$ cat src/rtl/lsu_pkg.sv
// Shared constants and state type for the load/store unit.
package lsu_pkg;

  localparam logic [2:0] F3_B  = 3'b000;
  localparam logic [2:0] F3_H  = 3'b001;
  localparam logic [2:0] F3_W  = 3'b010;
  localparam logic [2:0] F3_BU = 3'b100;
  localparam logic [2:0] F3_HU = 3'b101;

  localparam logic [1:0] ERR_NONE     = 2'd0;
  localparam logic [1:0] ERR_MISALIGN = 2'd1;
  localparam logic [1:0] ERR_ILLEGAL  = 2'd2;
  localparam logic [1:0] ERR_TIMEOUT  = 2'd3;

  typedef enum logic [1:0] {
    S_IDLE,
    S_REQ,
    S_WAIT,
    S_DONE
  } lsu_state_e;

endpackage

$ cat src/rtl/lsu_align.sv
// Combinational datapath: store strobes/lane replication, access checking,
// and load lane selection with sign/zero extension.
module lsu_align
  import lsu_pkg::*;
(
  input  logic        chk_we,
  input  logic [1:0]  chk_off,
  input  logic [2:0]  chk_func3,
  input  logic [31:0] st_data,
  output logic [3:0]  st_strb,
  output logic [31:0] st_lanes,
  output logic [1:0]  chk_err,
  input  logic [1:0]  ld_off,
  input  logic [2:0]  ld_func3,
  input  logic [31:0] ld_word,
  output logic [31:0] ld_data
);

  logic        illegal;
  logic        misalign;
  logic [7:0]  ld_byte;
  logic [15:0] ld_half;

  always_comb begin
    st_strb  = '0;
    st_lanes = st_data;
    case (chk_func3[1:0])
      2'b00: begin
        st_strb  = 4'b0001 << chk_off;
        st_lanes = {4{st_data[7:0]}};
      end
      2'b01: begin
        st_strb  = 4'b0011 << chk_off;
        st_lanes = {2{st_data[15:0]}};
      end
      default: st_strb = 4'b1111;
    endcase
    // Reads never drive byte enables.
    if (!chk_we) st_strb = '0;
  end

  always_comb begin
    if (chk_we) illegal = !(chk_func3 inside {F3_B, F3_H, F3_W});
    else        illegal = !(chk_func3 inside {F3_B, F3_H, F3_W, F3_BU, F3_HU});
    misalign = ((chk_func3[1:0] == 2'b01) && chk_off[0]) ||
               ((chk_func3[1:0] == 2'b10) && (chk_off != 2'b00));
    if (illegal)       chk_err = ERR_ILLEGAL;
    else if (misalign) chk_err = ERR_MISALIGN;
    else               chk_err = ERR_NONE;
  end

  always_comb begin
    case (ld_off)
      2'd0:    ld_byte = ld_word[7:0];
      2'd1:    ld_byte = ld_word[15:8];
      2'd2:    ld_byte = ld_word[23:16];
      default: ld_byte = ld_word[31:24];
    endcase
    ld_half = ld_off[1] ? ld_word[31:16] : ld_word[15:0];
    case (ld_func3)
      F3_B:    ld_data = {{24{ld_byte[7]}}, ld_byte};
      F3_BU:   ld_data = {24'h0, ld_byte};
      F3_H:    ld_data = {{16{ld_half[15]}}, ld_half};
      F3_HU:   ld_data = {16'h0, ld_half};
      default: ld_data = ld_word;
    endcase
  end

endmodule

$ cat src/rtl/load_store_unit.sv
// Load/store unit: turns a core access into a handshaked word-aligned memory
// transaction, stalls the pipeline until done, and reports errors/timeouts.
module load_store_unit
  import lsu_pkg::*;
#(
  parameter int unsigned TIMEOUT_CYCLES = 255,
  parameter int unsigned CNT_W          = 8
) (
  input  logic        clk,
  input  logic        rst,
  input  logic        cpu_read,
  input  logic        cpu_write,
  input  logic [31:0] cpu_addr,
  input  logic [31:0] cpu_wdata,
  input  logic [2:0]  cpu_func3,
  output logic [31:0] cpu_rdata,
  output logic        cpu_stall,
  output logic [1:0]  err_code,
  output logic        mem_req,
  output logic        mem_we,
  output logic [31:0] mem_addr,
  output logic [3:0]  mem_wstrb,
  output logic [31:0] mem_wdata,
  input  logic        mem_ready,
  input  logic        mem_rvalid,
  input  logic [31:0] mem_rdata
);

  localparam logic [CNT_W-1:0] CNT_LAST = CNT_W'(TIMEOUT_CYCLES - 1);

  lsu_state_e       state_q, state_d;
  logic [CNT_W-1:0] cnt_q, cnt_d;
  logic             we_q, we_d;
  logic [29:0]      waddr_q, waddr_d;
  logic [3:0]       strb_q, strb_d;
  logic [31:0]      wdata_q, wdata_d;
  logic [1:0]       off_q, off_d;
  logic [2:0]       f3_q, f3_d;
  logic [31:0]      rdata_q, rdata_d;
  logic [1:0]       err_q, err_d;

  logic             req_in;
  logic             to_hit;
  logic [3:0]       st_strb;
  logic [31:0]      st_lanes;
  logic [1:0]       chk_err;
  logic [31:0]      ld_data;

  assign req_in = cpu_read || cpu_write;
  assign to_hit = (cnt_q == CNT_LAST);

  lsu_align u_align (
    .chk_we   (cpu_write),
    .chk_off  (cpu_addr[1:0]),
    .chk_func3(cpu_func3),
    .st_data  (cpu_wdata),
    .st_strb  (st_strb),
    .st_lanes (st_lanes),
    .chk_err  (chk_err),
    .ld_off   (off_q),
    .ld_func3 (f3_q),
    .ld_word  (mem_rdata),
    .ld_data  (ld_data)
  );

  always_ff @(posedge clk or negedge rst) begin
    if (!rst) begin
      state_q <= S_IDLE;
      cnt_q   <= '0;
      we_q    <= 1'b0;
      waddr_q <= '0;
      strb_q  <= '0;
      wdata_q <= '0;
      off_q   <= '0;
      f3_q    <= '0;
      rdata_q <= '0;
      err_q   <= ERR_NONE;
    end else begin
      state_q <= state_d;
      cnt_q   <= cnt_d;
      we_q    <= we_d;
      waddr_q <= waddr_d;
      strb_q  <= strb_d;
      wdata_q <= wdata_d;
      off_q   <= off_d;
      f3_q    <= f3_d;
      rdata_q <= rdata_d;
      err_q   <= err_d;
    end
  end

  always_comb begin
    state_d = state_q;
    cnt_d   = cnt_q;
    we_d    = we_q;
    waddr_d = waddr_q;
    strb_d  = strb_q;
    wdata_d = wdata_q;
    off_d   = off_q;
    f3_d    = f3_q;
    rdata_d = rdata_q;
    err_d   = err_q;
    case (state_q)
      S_IDLE: begin
        if (req_in) begin
          we_d    = cpu_write;
          waddr_d = cpu_addr[31:2];
          strb_d  = st_strb;
          wdata_d = st_lanes;
          off_d   = cpu_addr[1:0];
          f3_d    = cpu_func3;
          rdata_d = '0;
          err_d   = chk_err;
          cnt_d   = '0;
          state_d = (chk_err == ERR_NONE) ? S_REQ : S_DONE;
        end
      end
      S_REQ: begin
        // A completing handshake takes priority over the timeout on the same cycle.
        if (mem_ready && (we_q || mem_rvalid)) begin
          if (!we_q) rdata_d = ld_data;
          state_d = S_DONE;
        end else if (to_hit) begin
          rdata_d = '0;
          err_d   = ERR_TIMEOUT;
          state_d = S_DONE;
        end else begin
          cnt_d = cnt_q + 1'b1;
          if (mem_ready) state_d = S_WAIT;
        end
      end
      S_WAIT: begin
        if (mem_rvalid) begin
          rdata_d = ld_data;
          state_d = S_DONE;
        end else if (to_hit) begin
          rdata_d = '0;
          err_d   = ERR_TIMEOUT;
          state_d = S_DONE;
        end else begin
          cnt_d = cnt_q + 1'b1;
        end
      end
      default: state_d = S_IDLE;
    endcase
  end

  assign mem_req   = (state_q == S_REQ);
  assign mem_we    = mem_req && we_q;
  assign mem_addr  = mem_req ? {waddr_q, 2'b00} : '0;
  assign mem_wstrb = mem_req ? strb_q : '0;
  assign mem_wdata = mem_req ? wdata_q : '0;

  // Gated by reset so a request held during reset does not show a stall.
  assign cpu_stall = rst && (((state_q == S_IDLE) && req_in) ||
                             (state_q == S_REQ) || (state_q == S_WAIT));
  assign cpu_rdata = (state_q == S_DONE) ? rdata_q : '0;
  assign err_code  = (state_q == S_DONE) ? err_q : ERR_NONE;

endmodule

$ cat config.mk
export PLATFORM = sky130hd
export DESIGN_NAME = load_store_unit
export DESIGN_NICKNAME = d
export VERILOG_FILES = /design/src/rtl/lsu_pkg.sv /design/src/rtl/lsu_align.sv /design/src/rtl/load_store_unit.sv
export SDC_FILE = /design/constraint.sdc
export NUM_CORES = 1
export LEC_CHECK = 0
export CAP_MARGIN = 15
export CORE_MARGIN = 5
export CORE_UTILIZATION = 51
export CTS_BUF_LIST = sky130_fd_sc_hd__clkbuf_8
export DETAILED_ROUTE_END_ITERATION = 10
export PLACE_DENSITY = 0.89
export SLEW_MARGIN = 40
export SYNTH_ARGS = -nofsm -noshare
export SYNTH_HDL_FRONTEND = slang
export SYNTH_HIERARCHICAL = 1
export SYNTH_SLANG_ARGS = --single-unit
$ cat constraint.sdc
create_clock -name clk -period 5.6 [get_ports clk]
set_clock_uncertainty 0.1 [all_clocks]
set_input_delay 1.12 -clock clk [delete_from_list [all_inputs] [get_ports clk]]
set_output_delay 1.12 -clock clk [all_outputs]
set_load 0.1 [all_outputs]
# After elaboration in Yosys (flattened, before gate mapping)
# Index checks and enable logic that the tools add are counted.
[totals]
input_bits = 105
ff_bits = 116
[op_classes]
n_mux = 38
n_reduce_logical = 27
n_eq_ne = 21
shifts = 2
n_addsub = 1
[op_table]
columns = ["cell", "n"]
rows = [
  ["2-to-1 mux 32 bit", 8],
  ["case mux 32 bit (4 select lines)", 1],
  ["case mux 32 bit (3 select lines)", 1],
  ["case mux 32 bit (2 select lines)", 1],
  ["case mux 8 bit (3 select lines)", 2],
  ["2-to-1 mux 8 bit", 4],
  ["2-to-1 mux 2 bit", 13],
  ["2-to-1 mux 16 bit", 1],
  ["== test 3 bit, second input constant", 4],
  ["case mux 2 bit (3 select lines)", 2],
  ["adder 8 x 1 -> 8 bit, second input constant", 1],
  ["== test 2 bit, second input constant", 4],
  ["== test 8 bit, second input constant", 1],
  ["zero test 2 bit", 4],
  ["2-to-1 mux 4 bit", 2],
  ["case mux 4 bit (2 select lines)", 1],
  ["== test 2 x 1 -> 1 bit, second input constant", 3],
  ["== test 3 x 1 -> 1 bit, second input constant", 2],
  ["logical AND 1 bit", 6],
  ["zero test 3 bit", 2],
  ["!= test 2 bit, second input constant", 3],
  ["!= test 3 bit, second input constant", 2],
  ["AND reduction 3 bit", 2],
  ["nonzero test 3 bit", 2],
  ["other kinds (11)", 17],
]

# Logic depth before layout (Yosys ltp)
[depth]
word_depth = 9
mapped_depth = 9
ltp_nobuf = 7

# Hierarchy
# Netlist, hierarchy kept.
[by_module_without_submodules]
columns = ["module", "cells_each", "area_each_um2", "instances"]
rows = [
  ["load_store_unit", 433, 5326.4, 1],
  ["lsu_align", 174, 1300.0, 1],
]

# Least setup slack after synthesis
# Ideal clock, no wire load.
[synth_timing]
path_type = "reg-to-output"
startpoint = "reg state_q[1]"
endpoint = "out cpu_stall"
path_buffers = 2
path_stages_with_launch = 7
path_slack_ps = 372
arrival_time_ps = 4008
cell_sequence = "dfrtp_1 > inv_1 > ha_1 > buf_6 > clkbuf_1 > nor2_1 > a21boi_0"
[synth_between]
word_cells_on_any_way = 7
cone_classes = "eq/ne: 2; reduce/logical: 5"
[synth_lines]
columns = ["item", "line", "text"]
rows = [
  ["start, declared", "load_store_unit.sv:31", "lsu_state_e state_q, state_d;"],
  ["start signal, assigned", "load_store_unit.sv:79", "state_q <= state_d;"],
  ["== test 2 x 1 -> 1 bit", "-", ""],
  ["named net mem_req", "load_store_unit.sv:19", "output logic mem_req,"],
  ["logical OR 1 bit", "load_store_unit.sv:155", "assign cpu_stall = rst && (((state_q == S_IDLE) && req_in) ||"],
  ["logical OR 1 bit", "load_store_unit.sv:156", "(state_q == S_REQ) || (state_q == S_WAIT));"],
  ["logical AND 1 bit", "load_store_unit.sv:155", ""],
  ["end, declared", "load_store_unit.sv:17", "output logic cpu_stall,"],
]
# The timed path passes the listed nets, and every way through them passes these cells.

# Worst setup path in the final report
[layout_timing]
startpoint = "in cpu_write"
endpoint = "out cpu_stall"
[layout_between]
elab_chain_len = 5
[layout_lines]
columns = ["item", "line", "text"]
rows = [
  ["start, declared", "load_store_unit.sv:12", "input logic cpu_write,"],
  ["logical OR 1 bit", "load_store_unit.sv:49", "assign req_in = cpu_read || cpu_write;"],
  ["logical AND 1 bit", "load_store_unit.sv:155", ""],
  ["logical OR 1 bit", "load_store_unit.sv:155", ""],
  ["logical OR 1 bit", "load_store_unit.sv:156", ""],
  ["logical AND 1 bit", "load_store_unit.sv:155", ""],
]
# Every way passes these cells.

==> metrics.md <==
| Metric | Value |
|---|---|
| Number of enable-type register cells in the synthesized netlist | `0` |
| Count of hold buffers inserted by post-cts repair | `0` |
| Clock latency on the worst-skew pair | `450 ps` |
| Area delta synth->final | `29.5%` |
| Post-synth ARST share | `100%` |
| Count of input and output buffers | `207` |
| Post-CTS Setup Bufs | `0` |
| Drt drc | `0` |
| Static Leakage | `4.03 nW` |
| Number of maximum-capacitance violations | `0` |
| Type of the worst setup path | `input pin to primary output` |
| Netlist area before placement | `6630 µm²` |
| Max VDD drop | `445 µV` |
| Library cells used by synthesis | `49` |
| Starting DRT DRC Count | `419` |
| Top_reg_cell synth | `sky130_fd_sc_hd__dfrtp_1` |
| Remaining global-route overflow | `0` |
| Total die area | `15400 µm²` |
| Reg2reg start | `off_q[0]` |
| Family with the most delay on the worst path | `buffers and inverters` |
| Transition at the pin with the smallest max-transition slack | `804 ps` |
| Instance area after placement | `8130 µm²` |
| Gpl congestion | `0.890` |
| Filler instances | `1025` |
| Register-to-register path setup slack | `3040 ps` |
| Fraction of layout cells with a size suffix above 1 | `30.7%` |
| Global-route usage over all layers | `24.8%` |
| Ratio of final minimum period to clock period | `65.1%` |
| Fmax | `274 MHz` |
| Synthesized flop and latch total | `116` |
| FF-to-FF path depth | `4` |
| Clock tree buffer depth | `2` |
| Root buf cell | `sky130_fd_sc_hd__clkbuf_8` |
| Antenna violations before repair | `0` |
| Site Rows | `41` |
| Overall die height | `124 µm` |
| Average wire per standard cell | `19.7 µm` |
| Post-Synthesis Cells | `607` |
| Post-cts resize count | `0` |
| Hold Path Cell Cnt | `1` |
| Data required time at the worst endpoint | `4380 ps` |
| Die outline width | `124 µm` |
| Worst-path fanout max | `8` |
| Drt via density | `5.68` |
| Delay of the slowest cell on the worst path | `690 ps` |
| Worst Hold Path EP | `rdata_q[0]` |
| Total number of nets in the final design | `894` |
| Crit-path cells | `clkdlybuf4s50_1, o21ai_4, a21boi_0, buf_4` |
| Drt first pass iters | `6` |
| Number of global-route vias before repair | `5637` |
| Pin count of the biggest net entering global routing | `76` |
| Data arrival time at the worst-slack endpoint | `2420 ps` |
| RSZ-0062 raised after global routing | `false` |
| Number of max-slew violations in the final report | `0` |
| Final wirelength | `19.0 mm` |
| Final setup violation count | `0` |
| Final hold vios | `0` |
| Inserted Diodes | `0` |
| Capturing element type of the critical path | `primary output` |
| Final core area utilization | `67.7%` |
| Minimum clock period | `3640 ps` |
| Worst R2R End | `rdata_q[21]` |
| Hpwl dp | `13.7 mm` |
| Total clock sinks | `116` |
| Wire length of the first global-routing pass | `29.1 mm` |
| Worst setup SP type | `input pin` |
| P per Cell Area | `660 nW/µm²` |
| Synth Warn # | `6` |
| ANT nets after route | `0` |
| Share of the yosys chip area belonging to registers | `43.8%` |
| Worst hold path type | `flip-flop to flip-flop` |
| Clock transition at path regs | `70 ps` |
| CTS tree | `yes` |
| Initial standard-cell utilization of the core | `52.3%` |
| Number of buffer and inverter instances along the worst setup path | `2` |
| Via count | `5490` |
| Status | `complete, no violations` |
| Post-route cell area | `8580 µm²` |
| Avg Synthesized Cell Area | `10.9 µm²` |
| Area of the placeable core | `12700 µm²` |
| Slew margin rel. | `46.2%` |
| Setup TNS | `0 ps` |
| Cell with the largest stage delay on the worst path | `sky130_fd_sc_hd__clkdlybuf4s50_1` |
| Deepest level of the CTS H-tree | `4` |
| HP Start | `rdata_q[0]` |
| Number of placed I/O pins | `210` |
| Total clock buffers created by CTS | `17` |
-- flip-flops by register name, summed over array words and instances, names as in the netlist --
| name | count |
|---|---|
| rdata_q | 32 |
| err_q | 2 |
| f3_q | 3 |
| wdata_q | 32 |
| off_q | 2 |
| we_q | 1 |
| state_q | 2 |
| cnt_q | 8 |
| waddr_q | 30 |
| strb_q | 4 |
-- cells in the mapped netlist, types with 2 or more instances --
| library cell | instances | area, µm² |
|---|---|---|
| sky130_fd_sc_hd__a2111oi_1 | 2 | 20.0 |
| sky130_fd_sc_hd__a211oi_1 | 3 | 22.5 |
| sky130_fd_sc_hd__a21oi_1 | 17 | 85.1 |
| sky130_fd_sc_hd__a221o_1 | 8 | 80.1 |
| sky130_fd_sc_hd__a22o_1 | 40 | 350 |
| sky130_fd_sc_hd__a311oi_1 | 8 | 70.1 |
| sky130_fd_sc_hd__and2_1 | 101 | 632 |
| sky130_fd_sc_hd__buf_1 | 2 | 7.51 |
| sky130_fd_sc_hd__buf_2 | 18 | 90.1 |
| sky130_fd_sc_hd__buf_4 | 13 | 97.6 |
| sky130_fd_sc_hd__buf_6 | 7 | 78.8 |
| sky130_fd_sc_hd__clkbuf_1 | 16 | 60.1 |
| sky130_fd_sc_hd__dfrtp_1 | 116 | 2900 |
| sky130_fd_sc_hd__ha_1 | 7 | 87.6 |
| sky130_fd_sc_hd__inv_1 | 18 | 67.6 |
| sky130_fd_sc_hd__mux2_2 | 89 | 1000 |
| sky130_fd_sc_hd__mux2i_1 | 8 | 80.1 |
| sky130_fd_sc_hd__mux4_1 | 7 | 184 |
| sky130_fd_sc_hd__nand2_1 | 33 | 124 |
| sky130_fd_sc_hd__nand3_1 | 3 | 15.0 |
| sky130_fd_sc_hd__nand4_1 | 2 | 12.5 |
| sky130_fd_sc_hd__nor2_1 | 24 | 90.1 |
| sky130_fd_sc_hd__nor2b_1 | 4 | 25.0 |
| sky130_fd_sc_hd__nor3_1 | 3 | 15.0 |
| sky130_fd_sc_hd__o21a_1 | 5 | 37.5 |
| sky130_fd_sc_hd__o21ai_0 | 24 | 120 |
| sky130_fd_sc_hd__o21ai_1 | 2 | 10.0 |
| sky130_fd_sc_hd__o32a_1 | 2 | 20.0 |
| sky130_fd_sc_hd__xnor2_1 | 5 | 43.8 |
-- routing by layer --
layer  part of all wire (%)  track usage (%)  wire [µm]
met5                      0                0          0
met4                    2.4             9.31        452
met3                    9.2             8.17       1750
met2                     49             40.4       9240
met1                     40             30.9       7560
-- cells in the final DEF, fill, tap and decap left out, drive strengths merged, types with 2 or more instances in the layout --
cell           instances
a311oi                 8
and2                 102
o21a                   5
o21ai                 26
a21oi                 18
nor2b                  4
clkinv                 4
a2111oi                3
bufinv                 4
nand4                  2
a22oi                  2
mux2                  89
nand2                 33
or3b                   2
dfrtp                116
inv                   20
buf                  108
nand3                  3
mux2i                  8
a22o                  40
mux4                   8
ha                     7
nor2                  24
nor3                   3
xnor2                  5
clkbuf                17
o32a                   2
clkdlybuf4s50        103
a211oi                 3
conb                   2
a221o                  8
clkinvlp               5
-- layout make-up --
class / count / area [µm²] / area share (%)
repair buffers: 211 / 1600 / 18.6
clock inverters: 15 / 206 / 2.41
well taps: 172 / 215 / 2.51
multi-input cells: 418 / 3360 / 39.1
flip-flops and latches: 116 / 2900 / 33.8
inverters: 18 / 67.6 / 0.787
clock buffers: 17 / 234 / 2.73
-- worst reg2reg max path, stage by stage (launching register included) --
cell and delay (ps):
sky130_fd_sc_hd__dfrtp_1 620, sky130_fd_sc_hd__mux4_2 620, sky130_fd_sc_hd__a22oi_2 610, sky130_fd_sc_hd__o21ai_0 240
sky130_fd_sc_hd__a22o_1 260
-- worst max path at each step --
stage	from	end	cells past startpoint
CTS	cpu_write	cpu_stall	4
global placement	state_q[1]	mem_wdata[26]	4
finish	cpu_write	cpu_stall	4
floorplan	state_q[1]	cpu_stall	6
global route	cpu_write	cpu_stall	4
detailed placement	cpu_write	cpu_stall	4
-- cells by family (layout without fill, tap and decap cells) --
group                    after synthesis  in the layout  synth area share [%]
AND/OR/NAND/NOR                      178            178                  14.7
AO/OA/AOI/OAI                        121            121                  14.0
flip-flops                           116            116                  43.8
multiplexers                         105            105                  19.4
buffers and inverters                 74            261                  6.06
adder cells (fa/ha/maj)                7              7                  1.32
XOR/XNOR                               5              5                 0.661
other                                  1              2                0.0566
-- stage by stage --
step / std cells / total power, mW / hold slack [ps] / setup WS (ps)
final: 967 / 5.67 / 398 / 1960
after detailed placement: 935 / 4.82 / 384 / 1960
after floorplan: 608 / 4.20 / 362 / 372
after global routing: 967 / 5.94 / 415 / 1860
after CTS: 967 / 5.69 / 403 / 1960
after global placement: 935 / 4.90 / 380 / 1590
-- report_power, final --
part	internal [mW]	leakage, nW	switching [mW]
clock	0.487	0.205	0.367
sequential	1.21	1.45	0.294
combinational	0.938	2.37	2.38
total	2.63	4.03	3.04
Note: power is estimated with default switching activity, not from simulation.
